### src/rtl/dmem_port_arbiter.sv
// Two-port round-robin sequencer in front of a word-wide data memory without byte enables.
// Handles RV32I load formatting, read-modify-write sub-word stores and access-fault rejection.
module dmem_port_arbiter #(
    parameter int MEM_WORDS = 131072,
    parameter int ADDR_W    = 17
) (
    input  logic              clk,
    input  logic              reset,
    input  logic              rq0_valid,
    output logic              rq0_ready,
    input  logic              rq0_we,
    input  logic [2:0]        rq0_funct3,
    input  logic [31:0]       rq0_addr,
    input  logic [31:0]       rq0_wdata,
    input  logic              rq1_valid,
    output logic              rq1_ready,
    input  logic              rq1_we,
    input  logic [2:0]        rq1_funct3,
    input  logic [31:0]       rq1_addr,
    input  logic [31:0]       rq1_wdata,
    output logic              rsp0_valid,
    output logic              rsp1_valid,
    output logic [31:0]       rsp_rdata,
    output logic              rsp_err,
    output logic              mem_en,
    output logic              mem_we,
    output logic [ADDR_W-1:0] mem_addr,
    output logic [31:0]       mem_wdata,
    input  logic [31:0]       mem_rdata
);

    typedef enum logic [2:0] {IDLE, RD, CAP, WR, RSP} state_t;

    state_t             state_q, state_d;
    logic               rr_q, have_q;
    logic               port_q, we_q, err_q;
    logic [2:0]         f3_q;
    logic [1:0]         lo_q;
    logic [31:0]        rdata_q;
    logic [ADDR_W-1:0]  mem_addr_q;
    logic [31:0]        mem_wdata_q;

    logic               sel, hs;
    logic               s_we, s_err;
    logic [2:0]         s_f3;
    logic [31:0]        s_addr, s_wdata;
    logic               unused_bits;

    function automatic logic is_illegal(input logic [2:0] f3, input logic we, input logic [1:0] lo);
        case (f3)
            3'b000:  return 1'b0;
            3'b001:  return lo[0];
            3'b010:  return lo != 2'b00;
            3'b100:  return we;
            3'b101:  return we | lo[0];
            default: return 1'b1;
        endcase
    endfunction

    function automatic logic [31:0] load_fmt(input logic [31:0] w, input logic [2:0] f3, input logic [1:0] lo);
        logic [31:0] sh;
        logic [7:0]  b;
        logic [15:0] h;
        sh = w >> {lo, 3'b000};
        b  = sh[7:0];
        h  = lo[1] ? w[31:16] : w[15:0];
        case (f3)
            3'b000:  return {{24{b[7]}}, b};
            3'b100:  return {24'b0, b};
            3'b001:  return {{16{h[15]}}, h};
            3'b101:  return {16'b0, h};
            default: return w;
        endcase
    endfunction

    function automatic logic [31:0] store_merge(input logic [31:0] w, input logic [31:0] wd,
                                                input logic [2:0] f3, input logic [1:0] lo);
        logic [31:0] r;
        r = w;
        if (f3[1:0] == 2'b00) begin
            case (lo)
                2'b00:   r[7:0]   = wd[7:0];
                2'b01:   r[15:8]  = wd[7:0];
                2'b10:   r[23:16] = wd[7:0];
                default: r[31:24] = wd[7:0];
            endcase
        end else if (lo[1]) begin
            r[31:16] = wd[15:0];
        end else begin
            r[15:0] = wd[15:0];
        end
        return r;
    endfunction

    // Tie goes to the port not granted last; port 0 wins until the first grant is made.
    always_comb begin
        if (rq0_valid && rq1_valid) sel = have_q && !rr_q;
        else                        sel = rq1_valid;
    end

    assign s_we    = sel ? rq1_we     : rq0_we;
    assign s_f3    = sel ? rq1_funct3 : rq0_funct3;
    assign s_addr  = sel ? rq1_addr   : rq0_addr;
    assign s_wdata = sel ? rq1_wdata  : rq0_wdata;
    assign s_err   = is_illegal(s_f3, s_we, s_addr[1:0]);
    assign hs      = rq0_ready | rq1_ready;

    // Address bits above the memory depth wrap around.
    assign unused_bits = (^s_addr[31:ADDR_W+2]) ^ (MEM_WORDS == 0);

    always_ff @(posedge clk) begin
        if (reset) begin
            state_q <= IDLE;
            rr_q    <= 1'b0;
            have_q  <= 1'b0;
        end else begin
            state_q <= state_d;
            if (hs) begin
                rr_q   <= sel;
                have_q <= 1'b1;
            end
        end
    end

    always_comb begin
        state_d = state_q;
        case (state_q)
            IDLE: begin
                if (hs) begin
                    if (s_err)                    state_d = RSP;
                    else if (!s_we)               state_d = RD;
                    else if (s_f3[1:0] == 2'b10)  state_d = WR;
                    else                          state_d = RD;
                end
            end
            RD:      state_d = CAP;
            CAP:     state_d = we_q ? WR : RSP;
            WR:      state_d = RSP;
            RSP:     state_d = IDLE;
            default: state_d = IDLE;
        endcase
    end

    always_comb begin
        rq0_ready  = 1'b0;
        rq1_ready  = 1'b0;
        rsp0_valid = 1'b0;
        rsp1_valid = 1'b0;
        rsp_rdata  = 32'b0;
        rsp_err    = 1'b0;
        mem_en     = 1'b0;
        mem_we     = 1'b0;
        if (!reset) begin
            rq0_ready  = (state_q == IDLE) && rq0_valid && !sel;
            rq1_ready  = (state_q == IDLE) && rq1_valid && sel;
            rsp0_valid = (state_q == RSP) && !port_q;
            rsp1_valid = (state_q == RSP) && port_q;
            rsp_rdata  = (state_q == RSP) ? rdata_q : 32'b0;
            rsp_err    = (state_q == RSP) && err_q;
            mem_en     = (state_q == RD) || (state_q == WR);
            mem_we     = (state_q == WR);
        end
    end

    always_ff @(posedge clk) begin
        if (hs) begin
            port_q  <= sel;
            we_q    <= s_we;
            f3_q    <= s_f3;
            lo_q    <= s_addr[1:0];
            err_q   <= s_err;
            rdata_q <= 32'b0;
        end else if (state_q == CAP && !we_q) begin
            rdata_q <= load_fmt(mem_rdata, f3_q, lo_q);
        end
    end

    // mem_wdata doubles as the store-data latch until CAP overwrites it with the merged word.
    always_ff @(posedge clk) begin
        if (reset) begin
            mem_addr_q  <= '0;
            mem_wdata_q <= 32'b0;
        end else if (hs) begin
            mem_addr_q  <= s_addr[ADDR_W+1:2];
            mem_wdata_q <= s_wdata;
        end else if (state_q == CAP && we_q) begin
            mem_wdata_q <= store_merge(mem_rdata, mem_wdata_q, f3_q, lo_q);
        end
    end

    assign mem_addr  = mem_addr_q;
    assign mem_wdata = mem_wdata_q;

endmodule

### config.mk
export PLATFORM = sky130hd
export DESIGN_NAME = dmem_port_arbiter
export DESIGN_NICKNAME = d
export VERILOG_FILES = /design/src/rtl/dmem_port_arbiter.sv
export SDC_FILE = /design/constraint.sdc
export NUM_CORES = 1
export LEC_CHECK = 0
export BUFFER_PORTS_ARGS = -buffer_cell sky130_fd_sc_hd__buf_2
export CAP_MARGIN = 10
export CORE_ASPECT_RATIO = 1.2
export CORE_MARGIN = 4
export CORE_UTILIZATION = 35
export CTS_CLUSTER_SIZE = 28
export DETAILED_ROUTE_END_ITERATION = 16
export HOLD_SLACK_MARGIN = 0.05
export PLACE_DENSITY = 0.61
export SLEW_MARGIN = 25
export SYNTH_ARGS = -nofsm -noshare
export SYNTH_HDL_FRONTEND = slang
export SYNTH_SLANG_ARGS = --single-unit
### constraint.sdc
create_clock -name clk -period 4.7 [get_ports clk]
set_input_delay 0 -clock clk [delete_from_list [all_inputs] [get_ports clk]]
set_output_delay 0 -clock clk [all_outputs]
set_load 0.005 [all_outputs]
==> results_dict.tcl <==
set metrics [dict create \
    grt_max_degree 59 \
    syn_inst 636 \
    h-tree-depth 3 \
    drt_iter0_drc 351 \
    place.port_buffers 233 \
    fin_crit_sh_pct 67.9 \
    r2r_slack_ns 1.51 \
    hpwl_mm 14.3 \
    grt_usage_pct 23.5 \
    cp.required_ns 4.94 \
    clock-sinks 94 \
    ir_drop_mv 0.159 \
    max_clock_freq_mhz 313 \
    slew_headroom_pct 34.8 \
    gp_congestion 0.866 \
    p_leak_uw 0.00358 \
    fin_worst_skew_ns 0.00770 \
    critPathSlowestCell "clkinv_2" \
    rows 48 \
    placed_cell_area_um2 6480 \
    run_status "finished clean" \
    cp-endpoint "mem_wdata[17]$_SDFFE_PP0P_" \
    r2r_cells 8 \
    clk_pin_slew_ns 0.07 \
    holdWs_ns 0.0514 \
    crit_path_start_kind "flip-flop" \
    holdCritPathClass "in2reg" \
    crit_type "reg2reg" \
    vias 6035 \
    drt-vias-per-instance 5.27 \
    syn_area_per_cell_um2 8.26 \
    clk_latency_ns 0.35 \
    post_drt_wl_per_cell_um 17.7 \
    cts_resized 0 \
    cp_data_arrival_time_ns 3.43 \
    yosysSeqAreaShare_pct 37.3 \
    synthFlopType "dfxtp_1" \
    fill_cells 1450 \
    timing.rr.start "have_q$_SDFFE_PP0N_" \
    cap_violations 0 \
    fin_nets 1112 \
    cts_root_buf "clkbuf_16" \
    finalSetupTns_ns 0 \
    final_common_cell "buf_2" \
    grt_pass1_vias 6033 \
    synth_nets 808 \
    path_cells "nor2b_1 -> o21ai_4 -> clkinv_2 -> a22o_1 -> dlygate4sd3_1 -> a22oi_1 -> o21ai_0 -> dlygate4sd3_1" \
    ys_seq_elements 94 \
    routed_wl_mm 20.2 \
    layout-drive-gt1-share_pct 31.9 \
    n_antenna_cell 0 \
    worstHoldPathCells 4 \
    synthesis.area_um2 5260 \
    grt_antenna_before_repair 0 \
    fin_area_um2 7830 \
    synth-async-reset-ratio_pct 0 \
    ant_nets 0 \
    ys_warn_count 0 \
    worst_pin_slew_ns 0.973 \
    grt_pass1_wl_mm 31.9 \
    cp_slowest_stage_delay_ns 0.63 \
    drtPass1Iterations 5 \
    gr-total-overflow 0 \
    die_area_um2 17100 \
    cp_max_fo 58 \
    cts_buffers 9 \
    cts_buffer_depth 2 \
    crit_start "have_q$_SDFFE_PP0N_" \
    fp.dieW_um 120 \
    fp.coreArea_um2 14500 \
    drc 0 \
    cts_tree "done" \
    die_y_um 142 \
    fin_util_pct 53.8 \
    finalSetupViolCount 0 \
    mostFrequentLayoutCells "233 x buf_2, 107 x dlygate4sd3_1, 89 x nand2_1" \
    synth_edf_count 8 \
    drv_slew 0 \
    power_density_nw_per_um2 313 \
    r2r-end "mem_wdata[17]$_SDFFE_PP0P_" \
    crit_path_end_kind "flip-flop" \
    rsz0062_at_grt "false" \
    syn_to_final_growth_pct 48.9 \
    path_common_cell "dlygate4sd3_1" \
    num_io_pins 260 \
    final_hold_viol_count 0 \
    initial_utilization_pct 36.2 \
    ys_types 61 \
    layout_min_cycle_time_ns 3.19 \
]
-- sequential cells by signal (all words and copies together) (netlist names) --
| register | cells |
|---|---|
| f3_q | 3 |
| port_q | 1 |
| rdata_q | 32 |
| we_q | 1 |
| lo_q | 2 |
| err_q | 1 |
| rr_q | 1 |
| have_q | 1 |
| mem_addr | 17 |
| mem_wdata | 32 |
| state_q | 3 |
-- worst max-delay path, delay by kind of cell, from the launching register on --
kind	cells	cell delay (ns)
buffers and inverters	3	1.76
AOI/OAI and AO/OA	4	0.84
DFF	1	0.31
and+or+nand+nor	1	0.16
-- worst min path at each step --
| stage | from | to | slack, ns |
|---|---|---|---|
| after floorplan | rq1_addr[2] | mem_addr[0]$_SDFFE_PP0N_ | 0.16 |
| after global placement | rq1_addr[4] | mem_addr[2]$_SDFFE_PP0N_ | 0.27 |
| after detailed placement | rq1_addr[2] | mem_addr[0]$_SDFFE_PP0N_ | 0.27 |
| after CTS | mem_rdata[14] | mem_wdata[14]$_SDFFE_PP0P_ | 0.05 |
| after global routing | mem_rdata[23] | rdata_q[23]$_SDFFE_PN0P_ | 0.05 |
| final | rq1_wdata[12] | mem_wdata[12]$_SDFFE_PP0P_ | 0.05 |
-- cells by family after synthesis --
logic type             after synthesis  share of synthesized area (%)
AO/OA/AOI/OAI                      222                           30.1
flip-flops                          94                           37.3
buffers and inverters               63                           5.78
AND/OR/NAND/NOR                    234                           22.1
multiplexers                        23                           4.62
-- cell type report --
type	instances	area [um^2]	area share (%)
Multi-Input combinational cell	479	3010	38.4
Timing Repair Buffer	349	2300	29.5
Sequential cell	94	1960	25.1
Tap cell	200	250	3.20
Clock buffer	9	225	2.88
Clock inverter	7	48.8	0.624
Inverter	7	28.8	0.368
-- per-stage QoR --
| step | power [uW] | setup WS, ns | std cells |
|---|---|---|---|
| floorplan | 1410 | 2.83 | 636 |
| global placement | 1650 | 1.97 | 1022 |
| detailed placement | 1650 | 1.95 | 1022 |
| CTS | 2450 | 1.57 | 1145 |
| global route | 2580 | 1.21 | 1145 |
| finish | 2450 | 1.51 | 1145 |
-- cell usage after synthesis, drive strengths merged, types with 9 or more instances --
master,n,area (um^2)
and2,35,219
o21ai,39,214
a22o,16,140
a221o,9,90.1
nor2,43,164
a21oi,66,330
nand2,90,340
clkbuf,35,131
buf,21,145
mux2,10,113
mux2i,13,130
nand3,24,120
a22oi,15,113
dfxtp,86,1720
a311oi,17,230
a31oi,10,62.6
-- report_power, final --
part	switching (uW)	internal (uW)	leakage, uW
logic	377	356	0.00267
registers	82.3	933	0.000781
clock network	337	360	0.000132
total	797	1650	0.00358
-- layer usage --
layer	part of all wire, %	track usage (%)	wire length (um)
met4	2.9	8.56	588
met3	5.7	4.77	1150
met5	0	0	0
met1	40	28.1	8120
met2	51	41.8	10400
-- what timing repair did --
| action | CTS | global route |
|---|---|---|
| hold buffers | 107 | 0 |
| setup endpoints to repair | 0 | 0 |
| hold endpoints to repair | 64 | 0 |
| buffers inserted | 0 | 0 |
(Power assumes the default switching activity.)
